[src/rtl/vend_pkg.sv]
// -----------------------------------------------------------------------------
// vend_pkg
// Shared types and constants for the change dispenser.
//   COIN_25/COIN_10/COIN_5 : coin values in cents
//   state_t                : controller FSM states
//   err_code_t             : fault cause reported on err_code
//   denom_t                : selected denomination; its value doubles as the
//                            tube index (0 = 25c, 1 = 10c, 2 = 5c)
// -----------------------------------------------------------------------------
package vend_pkg;

    localparam logic [7:0] COIN_25 = 8'd25;
    localparam logic [7:0] COIN_10 = 8'd10;
    localparam logic [7:0] COIN_5  = 8'd5;

    typedef enum logic [2:0] {
        ST_IDLE,
        ST_SELECT,
        ST_PULSE,
        ST_WAIT_SENSE,
        ST_GAP,
        ST_DONE,
        ST_FAULT
    } state_t;

    typedef enum logic [1:0] {
        ERR_NONE    = 2'b00,
        ERR_EMPTY   = 2'b01,
        ERR_RESIDUE = 2'b10,
        ERR_JAM     = 2'b11
    } err_code_t;

    typedef enum logic [1:0] {
        DEN_25   = 2'd0,
        DEN_10   = 2'd1,
        DEN_5    = 2'd2,
        DEN_NONE = 2'd3
    } denom_t;

    function automatic logic [7:0] coin_value(input denom_t d);
        case (d)
            DEN_25:  return COIN_25;
            DEN_10:  return COIN_10;
            DEN_5:   return COIN_5;
            default: return 8'd0;
        endcase
    endfunction

    function automatic int max3(input int a, input int b, input int c);
        int m;
        m = (a > b) ? a : b;
        return (m > c) ? m : c;
    endfunction

    // Counter holds at most max_val-1, so clog2(max_val) bits suffice.
    function automatic int timer_width(input int max_val);
        return (max_val > 1) ? $clog2(max_val) : 1;
    endfunction

endpackage

[src/rtl/change_dispense_ctrl_if.sv]
// -----------------------------------------------------------------------------
// change_dispense_ctrl_if
// Request handshake, hopper actuator/sensor and status bundle.
//   master : vend FSM / hopper side (drives request, refill, coin_sense)
//   slave  : change_dispense_ctrl (drives ejects, status, tube counts)
// -----------------------------------------------------------------------------
interface change_dispense_ctrl_if;

    logic       req_valid;
    logic [7:0] req_amount;
    logic       req_ready;
    logic       refill;
    logic       coin_sense;
    logic       eject_25;
    logic       eject_10;
    logic       eject_5;
    logic       busy;
    logic       done;
    logic       err;
    logic [1:0] err_code;
    logic [7:0] remaining;
    logic [7:0] tube_cnt_25;
    logic [7:0] tube_cnt_10;
    logic [7:0] tube_cnt_5;

    modport master (
        output req_valid, req_amount, refill, coin_sense,
        input  req_ready, eject_25, eject_10, eject_5, busy, done, err,
               err_code, remaining, tube_cnt_25, tube_cnt_10, tube_cnt_5
    );

    modport slave (
        input  req_valid, req_amount, refill, coin_sense,
        output req_ready, eject_25, eject_10, eject_5, busy, done, err,
               err_code, remaining, tube_cnt_25, tube_cnt_10, tube_cnt_5
    );

endinterface

[src/rtl/cyc_timer.sv]
// -----------------------------------------------------------------------------
// cyc_timer
// Loadable down-counter. Loading N-1 on i_start makes o_expire high in the
// N-th cycle after the load edge, so a state entered together with the load
// lasts exactly N cycles when it leaves on o_expire.
//   clk, rst    : clock, asynchronous active-high reset
//   i_start     : load i_load_val this cycle
//   i_load_val  : value loaded on i_start
//   o_expire    : counter has reached zero
// -----------------------------------------------------------------------------
module cyc_timer #(
    parameter int WIDTH = 4
) (
    input  logic             clk,
    input  logic             rst,
    input  logic             i_start,
    input  logic [WIDTH-1:0] i_load_val,
    output logic             o_expire
);

    logic [WIDTH-1:0] r_cnt;

    always_ff @(posedge clk or posedge rst) begin
        if (rst) begin
            r_cnt <= '0;
        end else if (i_start) begin
            r_cnt <= i_load_val;
        end else if (r_cnt != '0) begin
            r_cnt <= r_cnt - 1'b1;
        end
    end

    assign o_expire = (r_cnt == '0);

endmodule

[src/rtl/change_dispense_ctrl.sv]
// -----------------------------------------------------------------------------
// change_dispense_ctrl
// Pays a change amount out greedily in 25/10/5-cent coins, one solenoid
// pulse per coin, confirming each coin on the drop sensor and tracking the
// per-tube inventory.
//   clk, rst : clock, asynchronous active-high reset
//   bus      : change_dispense_ctrl_if.slave
//              in : req_valid, req_amount, refill, coin_sense
//              out: req_ready, eject_25/10/5, busy, done, err, err_code,
//                   remaining, tube_cnt_25/10/5
// -----------------------------------------------------------------------------
module change_dispense_ctrl
    import vend_pkg::*;
#(
    parameter int PULSE_CYC   = 16,
    parameter int GAP_CYC     = 16,
    parameter int TIMEOUT_CYC = 1024,
    parameter int TUBE_INIT   = 20
) (
    input  logic                  clk,
    input  logic                  rst,
    change_dispense_ctrl_if.slave bus
);

    localparam int         TMR_MAX   = max3(PULSE_CYC, GAP_CYC, TIMEOUT_CYC);
    localparam int         TMR_W     = timer_width(TMR_MAX);
    localparam logic [7:0] TUBE_FULL = 8'(TUBE_INIT);

    state_t     r_state;
    state_t     w_state_next;
    logic [7:0] r_remaining;
    err_code_t  r_err_code;
    denom_t     r_denom;
    logic       r_sensed;

    denom_t           w_pick;
    logic [7:0]       w_coin_val;
    logic [2:0][7:0]  w_tube;
    logic [2:0]       w_eject;
    logic             w_req_ready;
    logic             w_accept;
    logic             w_busy;
    logic             w_done;
    logic             w_err;
    logic             w_tmr_start;
    logic [TMR_W-1:0] w_tmr_val;
    logic             w_tmr_expire;

    assign w_accept   = bus.req_valid & w_req_ready;
    assign w_coin_val = coin_value(r_denom);

    // Greedy choice; a remaining of 0 never passes any of the >= tests.
    always_comb begin
        w_pick = DEN_NONE;
        if (r_remaining >= COIN_25 && w_tube[0] != 8'd0) begin
            w_pick = DEN_25;
        end else if (r_remaining >= COIN_10 && w_tube[1] != 8'd0) begin
            w_pick = DEN_10;
        end else if (r_remaining >= COIN_5 && w_tube[2] != 8'd0) begin
            w_pick = DEN_5;
        end
    end

    // ---------------- FSM: state register ----------------
    always_ff @(posedge clk or posedge rst) begin
        if (rst) begin
            r_state <= ST_IDLE;
        end else begin
            r_state <= w_state_next;
        end
    end

    // ---------------- FSM: next state ----------------
    always_comb begin
        w_state_next = r_state;
        unique case (r_state)
            ST_IDLE: begin
                if (w_accept) w_state_next = ST_SELECT;
            end
            ST_SELECT: begin
                if (r_remaining == 8'd0)     w_state_next = ST_DONE;
                else if (w_pick != DEN_NONE) w_state_next = ST_PULSE;
                else                         w_state_next = ST_FAULT;
            end
            ST_PULSE: begin
                // A sense in the last pulse cycle still counts as latched.
                if (w_tmr_expire) begin
                    w_state_next = (r_sensed || bus.coin_sense) ? ST_GAP : ST_WAIT_SENSE;
                end
            end
            ST_WAIT_SENSE: begin
                if (bus.coin_sense)    w_state_next = ST_GAP;
                else if (w_tmr_expire) w_state_next = ST_FAULT;
            end
            ST_GAP: begin
                if (w_tmr_expire) w_state_next = ST_SELECT;
            end
            ST_DONE:  w_state_next = ST_IDLE;
            ST_FAULT: w_state_next = ST_IDLE;
            default:  w_state_next = ST_IDLE;
        endcase
    end

    // ---------------- FSM: outputs ----------------
    always_comb begin
        w_req_ready = (r_state == ST_IDLE) && !bus.refill;
        w_busy      = (r_state != ST_IDLE);
        w_done      = (r_state == ST_DONE);
        w_err       = (r_state == ST_FAULT);
    end

    // The shared timer is loaded on every entry into a timed state.
    always_comb begin
        w_tmr_start = 1'b0;
        w_tmr_val   = '0;
        if (w_state_next != r_state) begin
            case (w_state_next)
                ST_PULSE: begin
                    w_tmr_start = 1'b1;
                    w_tmr_val   = TMR_W'(PULSE_CYC - 1);
                end
                ST_WAIT_SENSE: begin
                    w_tmr_start = 1'b1;
                    w_tmr_val   = TMR_W'(TIMEOUT_CYC - 1);
                end
                ST_GAP: begin
                    w_tmr_start = 1'b1;
                    w_tmr_val   = TMR_W'(GAP_CYC - 1);
                end
                default: ;
            endcase
        end
    end

    cyc_timer #(
        .WIDTH (TMR_W)
    ) u_timer (
        .clk        (clk),
        .rst        (rst),
        .i_start    (w_tmr_start),
        .i_load_val (w_tmr_val),
        .o_expire   (w_tmr_expire)
    );

    // ---------------- datapath ----------------
    always_ff @(posedge clk or posedge rst) begin
        if (rst) begin
            r_remaining <= 8'd0;
            r_err_code  <= ERR_NONE;
            r_denom     <= DEN_NONE;
            r_sensed    <= 1'b0;
        end else begin
            case (r_state)
                ST_IDLE: begin
                    if (w_accept) begin
                        r_remaining <= bus.req_amount;
                        r_err_code  <= ERR_NONE;
                    end
                end
                ST_SELECT: begin
                    r_sensed <= 1'b0;
                    r_denom  <= w_pick;
                    if (r_remaining != 8'd0 && w_pick == DEN_NONE) begin
                        r_err_code <= (r_remaining < COIN_5) ? ERR_RESIDUE : ERR_EMPTY;
                    end
                end
                ST_PULSE: begin
                    // Only the first sense per coin is credited.
                    if (bus.coin_sense && !r_sensed) begin
                        r_sensed    <= 1'b1;
                        r_remaining <= r_remaining - w_coin_val;
                    end
                end
                ST_WAIT_SENSE: begin
                    if (bus.coin_sense) begin
                        r_remaining <= r_remaining - w_coin_val;
                    end else if (w_tmr_expire) begin
                        r_err_code <= ERR_JAM;
                    end
                end
                default: ;
            endcase
        end
    end

    // Per-tube inventory and solenoid drive; index gi matches denom_t.
    // A dispensed coin is counted at selection and never restored on a jam.
    genvar gi;
    generate
        for (gi = 0; gi < 3; gi++) begin : g_tube
            logic [7:0] r_cnt;

            always_ff @(posedge clk or posedge rst) begin
                if (rst) begin
                    r_cnt <= TUBE_FULL;
                end else if (r_state == ST_IDLE && bus.refill) begin
                    r_cnt <= TUBE_FULL;
                end else if (r_state == ST_SELECT && w_pick == denom_t'(gi)) begin
                    r_cnt <= r_cnt - 8'd1;
                end
            end

            assign w_tube[gi]  = r_cnt;
            assign w_eject[gi] = (r_state == ST_PULSE) && (r_denom == denom_t'(gi));
        end
    endgenerate

    assign bus.req_ready   = w_req_ready;
    assign bus.busy        = w_busy;
    assign bus.done        = w_done;
    assign bus.err         = w_err;
    assign bus.err_code    = r_err_code;
    assign bus.remaining   = r_remaining;
    assign bus.eject_25    = w_eject[0];
    assign bus.eject_10    = w_eject[1];
    assign bus.eject_5     = w_eject[2];
    assign bus.tube_cnt_25 = w_tube[0];
    assign bus.tube_cnt_10 = w_tube[1];
    assign bus.tube_cnt_5  = w_tube[2];

endmodule
[src/flat_wrapper.sv]
// flat-port wrapper written by rule: the top's interface ports become plain ports
module change_dispense_ctrl_flat import vend_pkg::*;
#(
    parameter int PULSE_CYC   = 16,
    parameter int GAP_CYC     = 16,
    parameter int TIMEOUT_CYC = 1024,
    parameter int TUBE_INIT   = 20
)
  (clk, rst, bus_req_valid, bus_req_amount, bus_refill, bus_coin_sense, bus_req_ready, bus_eject_25, bus_eject_10, bus_eject_5, bus_busy, bus_done, bus_err, bus_err_code, bus_remaining, bus_tube_cnt_25, bus_tube_cnt_10, bus_tube_cnt_5);
  change_dispense_ctrl_if bus_i ();
  input  logic clk;
  input  logic rst;
  input wire logic [$bits(bus_i.req_valid)-1:0] bus_req_valid;
  input wire logic [$bits(bus_i.req_amount)-1:0] bus_req_amount;
  input wire logic [$bits(bus_i.refill)-1:0] bus_refill;
  input wire logic [$bits(bus_i.coin_sense)-1:0] bus_coin_sense;
  output wire logic [$bits(bus_i.req_ready)-1:0] bus_req_ready;
  output wire logic [$bits(bus_i.eject_25)-1:0] bus_eject_25;
  output wire logic [$bits(bus_i.eject_10)-1:0] bus_eject_10;
  output wire logic [$bits(bus_i.eject_5)-1:0] bus_eject_5;
  output wire logic [$bits(bus_i.busy)-1:0] bus_busy;
  output wire logic [$bits(bus_i.done)-1:0] bus_done;
  output wire logic [$bits(bus_i.err)-1:0] bus_err;
  output wire logic [$bits(bus_i.err_code)-1:0] bus_err_code;
  output wire logic [$bits(bus_i.remaining)-1:0] bus_remaining;
  output wire logic [$bits(bus_i.tube_cnt_25)-1:0] bus_tube_cnt_25;
  output wire logic [$bits(bus_i.tube_cnt_10)-1:0] bus_tube_cnt_10;
  output wire logic [$bits(bus_i.tube_cnt_5)-1:0] bus_tube_cnt_5;
  assign bus_i.req_valid = bus_req_valid;
  assign bus_i.req_amount = bus_req_amount;
  assign bus_i.refill = bus_refill;
  assign bus_i.coin_sense = bus_coin_sense;
  assign bus_req_ready = bus_i.req_ready;
  assign bus_eject_25 = bus_i.eject_25;
  assign bus_eject_10 = bus_i.eject_10;
  assign bus_eject_5 = bus_i.eject_5;
  assign bus_busy = bus_i.busy;
  assign bus_done = bus_i.done;
  assign bus_err = bus_i.err;
  assign bus_err_code = bus_i.err_code;
  assign bus_remaining = bus_i.remaining;
  assign bus_tube_cnt_25 = bus_i.tube_cnt_25;
  assign bus_tube_cnt_10 = bus_i.tube_cnt_10;
  assign bus_tube_cnt_5 = bus_i.tube_cnt_5;
  change_dispense_ctrl #(.PULSE_CYC(PULSE_CYC), .GAP_CYC(GAP_CYC), .TIMEOUT_CYC(TIMEOUT_CYC), .TUBE_INIT(TUBE_INIT)) u_core (.clk(clk), .rst(rst), .bus(bus_i));
endmodule
[config.mk]
export PLATFORM = sky130hd
export DESIGN_NAME = change_dispense_ctrl_flat
export DESIGN_NICKNAME = d
export VERILOG_FILES = /design/src/rtl/vend_pkg.sv /design/src/rtl/change_dispense_ctrl_if.sv /design/src/rtl/cyc_timer.sv /design/src/rtl/change_dispense_ctrl.sv /design/src/flat_wrapper.sv
export SDC_FILE = /design/constraint.sdc
export NUM_CORES = 1
export LEC_CHECK = 0
export ABC_CLOCK_PERIOD_IN_PS = 3800
export BUFFER_PORTS_ARGS = -buffer_cell sky130_fd_sc_hd__buf_2
export CORE_MARGIN = 1
export CORE_UTILIZATION = 24
export CTS_CLUSTER_SIZE = 12
export DETAILED_ROUTE_END_ITERATION = 7
export SYNTH_ARGS = -nofsm -noshare
export SYNTH_HDL_FRONTEND = slang
export SYNTH_SLANG_ARGS = --single-unit
[constraint.sdc]
create_clock -name clk -period 3.8 [get_ports clk]
set_input_delay 0.19 -clock clk [delete_from_list [all_inputs] [get_ports clk]]
set_output_delay 0.19 -clock clk [all_outputs]
set_load 0.02 [all_outputs]
# Yosys cells after proc, flatten, opt, wreduce, memory -nomap -nowiden
# Cells that the tools add are included.
# Widths: inputs -> output; s select.
dict set report word_totals {
  ff_bits 50
  latchBits 0
  mem_bits_rw 0
  rom_bits 0
  input_bits 13
  output_inout_bits 41
  wordCells 117
  n_memories 0
}
dict set report op_classes {
  add_sub_neg 5
  multipliers 0
  div 0
  magnitude_cmp 4
  n_eq_ne 22
  n_shift 0
  n_mux 37
  bitwise_logic 1
  n_reduce_logical 39
}
# op count
set ops {}
lappend ops {{$mux 8} 9}
lappend ops {{$reduce_bool 8->1} 4}
lappend ops {{$mux 10} 3}
lappend ops {{$mux 3} 8}
lappend ops {{$pmux 8 s3} 1}
lappend ops {{$sub 8x1->8 const B} 3}
lappend ops {{$pmux 10 s2} 1}
lappend ops {{$pmux 3 s5} 1}
lappend ops {{$pmux 5 s3} 1}
lappend ops {{$mux 2} 7}
lappend ops {{$logic_and 1x1->1} 13}
lappend ops {{$eq 3x2->1 const B} 4}
lappend ops {{$eq 3x3->1 const B} 4}
lappend ops {{$logic_not 10->1} 1}
lappend ops {{$reduce_bool 10->1} 1}
lappend ops {{$reduce_bool 2->1} 5}
lappend ops {{$sub 10x1->10 const B} 1}
lappend ops {{$reduce_bool 3->1} 3}
lappend ops {{$ge 8x3->1 const B} 1}
lappend ops {{$ge 8x4->1 const B} 1}
lappend ops {{$ge 8x5->1 const B} 1}
lappend ops {{$logic_not 8->1} 1}
lappend ops {{$lt 8x3->1 const B} 1}
lappend ops {{$ne 2x2->1 const B} 4}
lappend ops {{other kinds (19)} 29}

# Depth between registers and ports, before layout
dict set report logic_depth {
  ltp_word 14
  mapped_depth 11
  mapped_depth_nobuf 10
}

# Hierarchy
# Synthesis repeated with hierarchy kept, for this count alone.
dict set report unflattened {
  hier_cells 385
  hier_area_um2 3362.0
}
# mod instances cells_each area_each_um2 seq_area_each_um2
set modules_own_cells {}
lappend modules_own_cells {change_dispense_ctrl 1 309 2668.8 1011.0}
lappend modules_own_cells {cyc_timer 1 76 693.2 250.2}

# Least setup slack after synthesis
# OpenSTA, ideal clock, no wires.
dict set report synth_path {
  path_type {register to register}
  startpoint {register u_core.u_timer.r_cnt[0]}
  endpoint {register u_core.u_timer.r_cnt[7]}
  setup_ns 0.131
  arrival_time_ns 2.583
  required_time_ns 3.669
  path_slack_ns 1.086
  path_stages_with_launch 12
  n_path_buf 2
  period_less_slack_ns 2.714
  path_cell_list {dfrtp_1 -> inv_1 -> ha_1 -> or4b_1 -> buf_2 -> or3_1 -> buf_2 -> mux2i_4 -> nand4b_1 -> mux2i_1 -> nor4_1 -> or3_1}
}
dict set report synth_via {
  elab_chain_len 9
  elab_cells_between_ends 21
  cone_classes {add/sub (1); eq/ne (4); mux (11); reduce/logical (5)}
}
# item line
set synth_lines {}
lappend synth_lines {{from (decl)} cyc_timer.sv:21} ;# logic [WIDTH-1:0] r_cnt;
lappend synth_lines {{from (signal assigned)} cyc_timer.sv:27} ;# r_cnt <= i_load_val;
lappend synth_lines {{from (signal assigned)} cyc_timer.sv:29} ;# r_cnt <= r_cnt - 1'b1;
lappend synth_lines {{$logic_not 10->1} cyc_timer.sv:33} ;# assign o_expire = (r_cnt == '0);
lappend synth_lines {{$mux 3} change_dispense_ctrl.sv:93} ;# else if (w_tmr_expire) w_state_next = ST_FAULT;
lappend synth_lines {{$mux 3} change_dispense_ctrl.sv:92} ;# if (bus.coin_sense) w_state_next = ST_GAP;
lappend synth_lines {{$pmux 3 s5} change_dispense_ctrl.sv:76} ;# unique case (r_state)
lappend synth_lines {{$eq 3x2->1 or $eq 3x3->1 (tied branches)} change_dispense_ctrl.sv:117} ;# case (w_state_next)
lappend synth_lines {{$reduce_or 2->1 (no source line) or $reduce_or 3->1 (tied branches)} n/a}
lappend synth_lines {{$pmux 10 s2 or $mux 1 (tied branches)} change_dispense_ctrl.sv:117}
lappend synth_lines {{$mux 10 or $mux 1 (tied branches)} change_dispense_ctrl.sv:116} ;# if (w_state_next != r_state) begin
lappend synth_lines {{$mux 10 or $reduce_bool 2->1 (tied branches)} n/a}
# Several ways; a longest one is shown, not always the timed one. The select of a mux whose other input is x is not followed.
# A chain may end at the register's enable or synchronous reset.

# Worst setup path after layout
dict set report layout_path {
  startpoint {register u_core.u_timer.r_cnt[0]}
  endpoint {register u_core.u_timer.r_cnt[4]}
}
# Same word-level chain as after synthesis.

==> flow_results.xml <==
<?xml version="1.0" encoding="UTF-8"?>
<metrics>
  <group name="yosys">
    <metric name="number_of_unique_standard_cell_types_used_by_synthesis" unit="">63</metric>
    <metric name="xor_and_xnor_area_share_after_synthesis" unit="%">7.20</metric>
    <metric name="yosys.area_share.simple" unit="%">26.3</metric>
    <metric name="synth.cell_area" unit="mm²">0.00304</metric>
    <metric name="postSynthRegisterBits" unit="">50</metric>
    <metric name="postSynth.topFlopCell" unit="">sky130_fd_sc_hd__dfrtp_1</metric>
    <metric name="synth.net_count" unit="">370</metric>
    <metric name="synth_adder_area_share" unit="%">4.36</metric>
    <metric name="synth-async-reset-ratio" unit="%">100</metric>
    <metric name="synth_enable_flop_cells" unit="">0</metric>
    <metric name="yosys_top_cell_by_area" unit="">sky130_fd_sc_hd__dfrtp_1</metric>
    <metric name="yosysTopAreaCellShare" unit="%">34.5</metric>
    <metric name="synth_area_leaders" unit="">sky130_fd_sc_hd__dfrtp_1 (35%), sky130_fd_sc_hd__dfstp_2 (6.9%), sky130_fd_sc_hd__nor2_1 (6.2%)</metric>
    <metric name="synth_top_family_by_area" unit="">simple AND/OR/NAND/NOR gates</metric>
    <metric name="synth_compound_area_share" unit="%">13.5</metric>
    <metric name="synth.avg_cell_area" unit="µm²">8.77</metric>
    <metric name="proportion_of_synthesized_chip_area_in_sequential_cells" unit="%">41.4</metric>
    <metric name="synth.mux.area_fraction" unit="%">2.80</metric>
    <metric name="syn-instance-count" unit="">347</metric>
    <metric name="yosysWarningCount" unit="">0</metric>
  </group>
  <group name="critical_path">
    <metric name="cp_num_buf_inv" unit="">1</metric>
    <metric name="critical_path.max_stage_delay" unit="ns">0.61</metric>
    <metric name="crit_path_top_delay_cell" unit="">sky130_fd_sc_hd__or4b_1</metric>
    <metric name="crit_path_end_kind" unit="">flip-flop</metric>
    <metric name="criticalPathCategory" unit="">flip-flop to flip-flop</metric>
    <metric name="startpoint_class" unit="">flip-flop</metric>
    <metric name="timing.rr.start" unit="">u_core.u_timer.r_cnt[0]$_DFFE_PP0P_</metric>
    <metric name="critical_path.cell_chain" unit="">inv_1, ha_1, or4b_1, or3_1, mux2i_4, nand4b_1, mux2i_1, o21ai_1, a21o_1</metric>
    <metric name="startpoint" unit="">u_core.u_timer.r_cnt[0]$_DFFE_PP0P_</metric>
    <metric name="crit_arrival" unit="ns">3.27</metric>
    <metric name="cp.depth" unit="">9</metric>
    <metric name="path_delay_family" unit="">simple AND/OR/NAND/NOR gates</metric>
    <metric name="crit_fanout" unit="">8</metric>
    <metric name="reg2regPathDepth" unit="">9</metric>
    <metric name="worst_ep_required_time" unit="ns">3.98</metric>
  </group>
  <group name="die">
    <metric name="floorplan.initialDensity" unit="%">25.0</metric>
    <metric name="die_h" unit="µm">115</metric>
    <metric name="ioPinCount" unit="">54</metric>
    <metric name="die_x" unit="µm">115</metric>
    <metric name="total_die_area" unit="mm²">0.0131</metric>
    <metric name="coreArea" unit="mm²">0.0122</metric>
    <metric name="fp-row-count" unit="">40</metric>
  </group>
  <group name="global_route">
    <metric name="grt_overflow_total" unit="">0</metric>
    <metric name="antenna_found_initial" unit="">0</metric>
    <metric name="grt_pass1_wl" unit="µm">12500</metric>
    <metric name="grt_max_degree" unit="">51</metric>
    <metric name="first_global_vias" unit="">2470</metric>
    <metric name="grt.total_usage" unit="%">12.0</metric>
  </group>
  <group name="timing">
    <metric name="final.min_clock_period" unit="ns">3.09</metric>
    <metric name="finalSetupViolations" unit="">0</metric>
    <metric name="rsz0062_at_grt" unit="">false</metric>
    <metric name="timing.final.crit_share" unit="%">81.2</metric>
    <metric name="worst_slew_pin_slew" unit="ns">1.07</metric>
    <metric name="finClkSkew" unit="ns">0.00575</metric>
    <metric name="fin_ws" unit="ns">0.714</metric>
    <metric name="slew-limit-headroom" unit="%">28.7</metric>
    <metric name="timing.final.max_slew_violations" unit="">0</metric>
    <metric name="report.final.hold_viol_count" unit="">0</metric>
    <metric name="clock.fmax" unit="GHz">0.324</metric>
    <metric name="setup_tns" unit="ns">0</metric>
  </group>
  <group name="cells_and_area">
    <metric name="multi_input_comb_area" unit="mm²">0.00165</metric>
    <metric name="area.sequential" unit="mm²">0.00126</metric>
    <metric name="final_common_cell" unit="">sky130_fd_sc_hd__buf_2</metric>
    <metric name="share_of_layout_cells_above_drive_strength_1" unit="%">20.5</metric>
    <metric name="antenna_cells" unit="">0</metric>
    <metric name="area_growth" unit="%">19.5</metric>
    <metric name="fillerInstances" unit="">1302</metric>
    <metric name="mostFrequentLayoutCells" unit="">sky130_fd_sc_hd__buf_2 (53), sky130_fd_sc_hd__nor2_1 (50), sky130_fd_sc_hd__dfrtp_1 (42)</metric>
    <metric name="nNetsFinal" unit="">417</metric>
  </group>
  <group name="placed_design">
    <metric name="number_of_buffers_added_on_ports" unit="">53</metric>
    <metric name="place_ws" unit="ns">0.730</metric>
    <metric name="hpwl" unit="µm">5670</metric>
    <metric name="gp_congestion" unit="">0.823</metric>
  </group>
  <group name="run">
    <metric name="maxCapViolCount" unit="">0</metric>
  </group>
  <group name="drt">
    <metric name="drt_drc_violations_left" unit="">0</metric>
    <metric name="final_antenna_net_count" unit="">0</metric>
    <metric name="routed_vias" unit="">2641</metric>
    <metric name="routedWlPerCell" unit="µm">13.1</metric>
    <metric name="drtIter0Drc" unit="">135</metric>
    <metric name="drt-pass1-iter-count" unit="">4</metric>
    <metric name="drt-total-wl" unit="µm">7400</metric>
    <metric name="vias_cell" unit="">4.69</metric>
  </group>
  <group name="clock_network">
    <metric name="post-cts-setup-buffer-count" unit="">0</metric>
    <metric name="cts_max_level" unit="">2</metric>
    <metric name="clock_sink_count" unit="">50</metric>
    <metric name="post_cts_resize_count" unit="">0</metric>
    <metric name="max-clock-path-buffers" unit="">2</metric>
    <metric name="tritoncts.num_buffers" unit="">5</metric>
    <metric name="cts_tree" unit="">yes</metric>
    <metric name="clk-insertion-delay-late" unit="ns">0.29</metric>
    <metric name="clk_pin_slew" unit="ns">0.07</metric>
    <metric name="cts.hold.buffers_added" unit="">0</metric>
    <metric name="cts_root_buffer" unit="">sky130_fd_sc_hd__clkbuf_16</metric>
  </group>
  <group name="power">
    <metric name="swShare" unit="%">43.8</metric>
    <metric name="power_frac_clock" unit="%">20.2</metric>
    <metric name="combinational_cell_fraction_of_total_power" unit="%">45.6</metric>
    <metric name="power.share.sequential" unit="%">34.2</metric>
    <metric name="cellInternalPower" unit="µW">1430</metric>
    <metric name="total_leakage_power" unit="µW">0.00160</metric>
    <metric name="power.net_switching" unit="µW">1110</metric>
    <metric name="ratio_of_total_power_to_cell_area" unit="mW/mm²">699</metric>
    <metric name="vdd.ir_drop.worst" unit="V">0.000267</metric>
  </group>
  <group name="outcome">
    <metric name="status" unit="">finished, final reports clean</metric>
  </group>
  <group name="hold_path">
    <metric name="hold_class" unit="">input pin to asynchronous set/reset pin</metric>
  </group>
</metrics>
## kinds of logic (layout without fill, tap and decap cells)
logic type      count (synthesis)  in the layout
compound gates                 60             60
xor+xnor                       25             25
fa+ha+maj                      10             10
buf+inv                        35             83
flops                          50             50
mux                             7              7
simple gates                  160            160
## state kept, by name (all words and copies together) (netlist names)
signal / flops
u_core.bus.err_code: 2
u_core.bus.remaining: 8
u_core.bus.tube_cnt_10: 8
u_core.bus.tube_cnt_25: 8
u_core.bus.tube_cnt_5: 8
u_core.r_denom: 2
u_core.r_sensed: 1
u_core.r_state: 3
u_core.u_timer.r_cnt: 10
## metrics by stage
step	util, %	cell area [µm²]	instances	hold slack, ns	total power, µW
CTS	29.9	3640	563	0.154	2560
finish	29.9	3640	563	0.158	2540
global placement	28.5	3470	555	0.456	2010
floorplan	-	3040	347	0.338	1710
detailed placement	28.5	3470	555	0.461	2040
global route	29.9	3640	563	0.174	2770
## worst register-to-register path, stage by stage (launching register included)
cell                       delay (ns)
sky130_fd_sc_hd__dfrtp_1         0.40
sky130_fd_sc_hd__inv_1           0.10
sky130_fd_sc_hd__ha_1            0.19
sky130_fd_sc_hd__or4b_1          0.61
sky130_fd_sc_hd__or3_1           0.53
sky130_fd_sc_hd__mux2i_4         0.24
sky130_fd_sc_hd__nand4b_1        0.14
sky130_fd_sc_hd__mux2i_1         0.32
sky130_fd_sc_hd__o21ai_1         0.23
sky130_fd_sc_hd__a21o_1          0.21
## synth_stat cells (all sizes together) (4+ instances only)
cell    instances
nand2          37
ha              9
a211oi          4
clkbuf         11
nor2           50
nor2b           8
mux2i           5
a21oi           9
xor2            7
dfstp           8
or3             6
o21ai          17
nand3          10
inv            22
or4             5
nand2b          6
nor4            8
dfrtp          42
xnor2          18
nor3           14
## worst paths after layout
check | end | slack (ns)
max | u_core.u_timer.r_cnt[4]$_DFFE_PP0P_ | 0.71
min reg2reg | u_core.bus.err_code[0]$_DFFE_PP0P_ | 0.49
min | u_core.bus.tube_cnt_10[5]$_DFFE_PP0P_ | 0.16
max reg2reg | u_core.u_timer.r_cnt[4]$_DFFE_PP0P_ | 0.71
max in group asynchronous | u_core.bus.tube_cnt_5[7]$_DFFE_PP0P_ | 2.97
min in group clk | u_core.bus.remaining[3]$_DFFE_PP0P_ | 0.16
## per-layer routing
layer  GRT usage [%]  share of wire (%)  vias to the layer above
met3            2.38                3.9                        2
met5               0                  0                        -
li1                -                  -                     1303
met4            2.60               0.54                        0
met1            16.7                 50                     1287
met2            19.2                 46                       49
## cell type report
cell class	instances	area share [%]
Sequential cell	50	34.7
Clock inverter	3	1.24
Tap cell	168	5.78
Inverter	22	2.27
Clock buffer	5	3.44
Timing Repair Buffer	53	7.29
Multi-Input combinational cell	262	45.3
## power groups by stage
stage / combinational (µW) / clock [µW] / sequential [µW]
2_1_floorplan: 819 / 0 / 895
3_3_place_gp: 1140 / 0 / 868
3_5_place_dp: 1160 / 0 / 875
4_1_cts: 1170 / 528 / 866
5_1_grt: 1320 / 551 / 898
6_report: 1160 / 513 / 869
(Power assumes the default switching activity.)
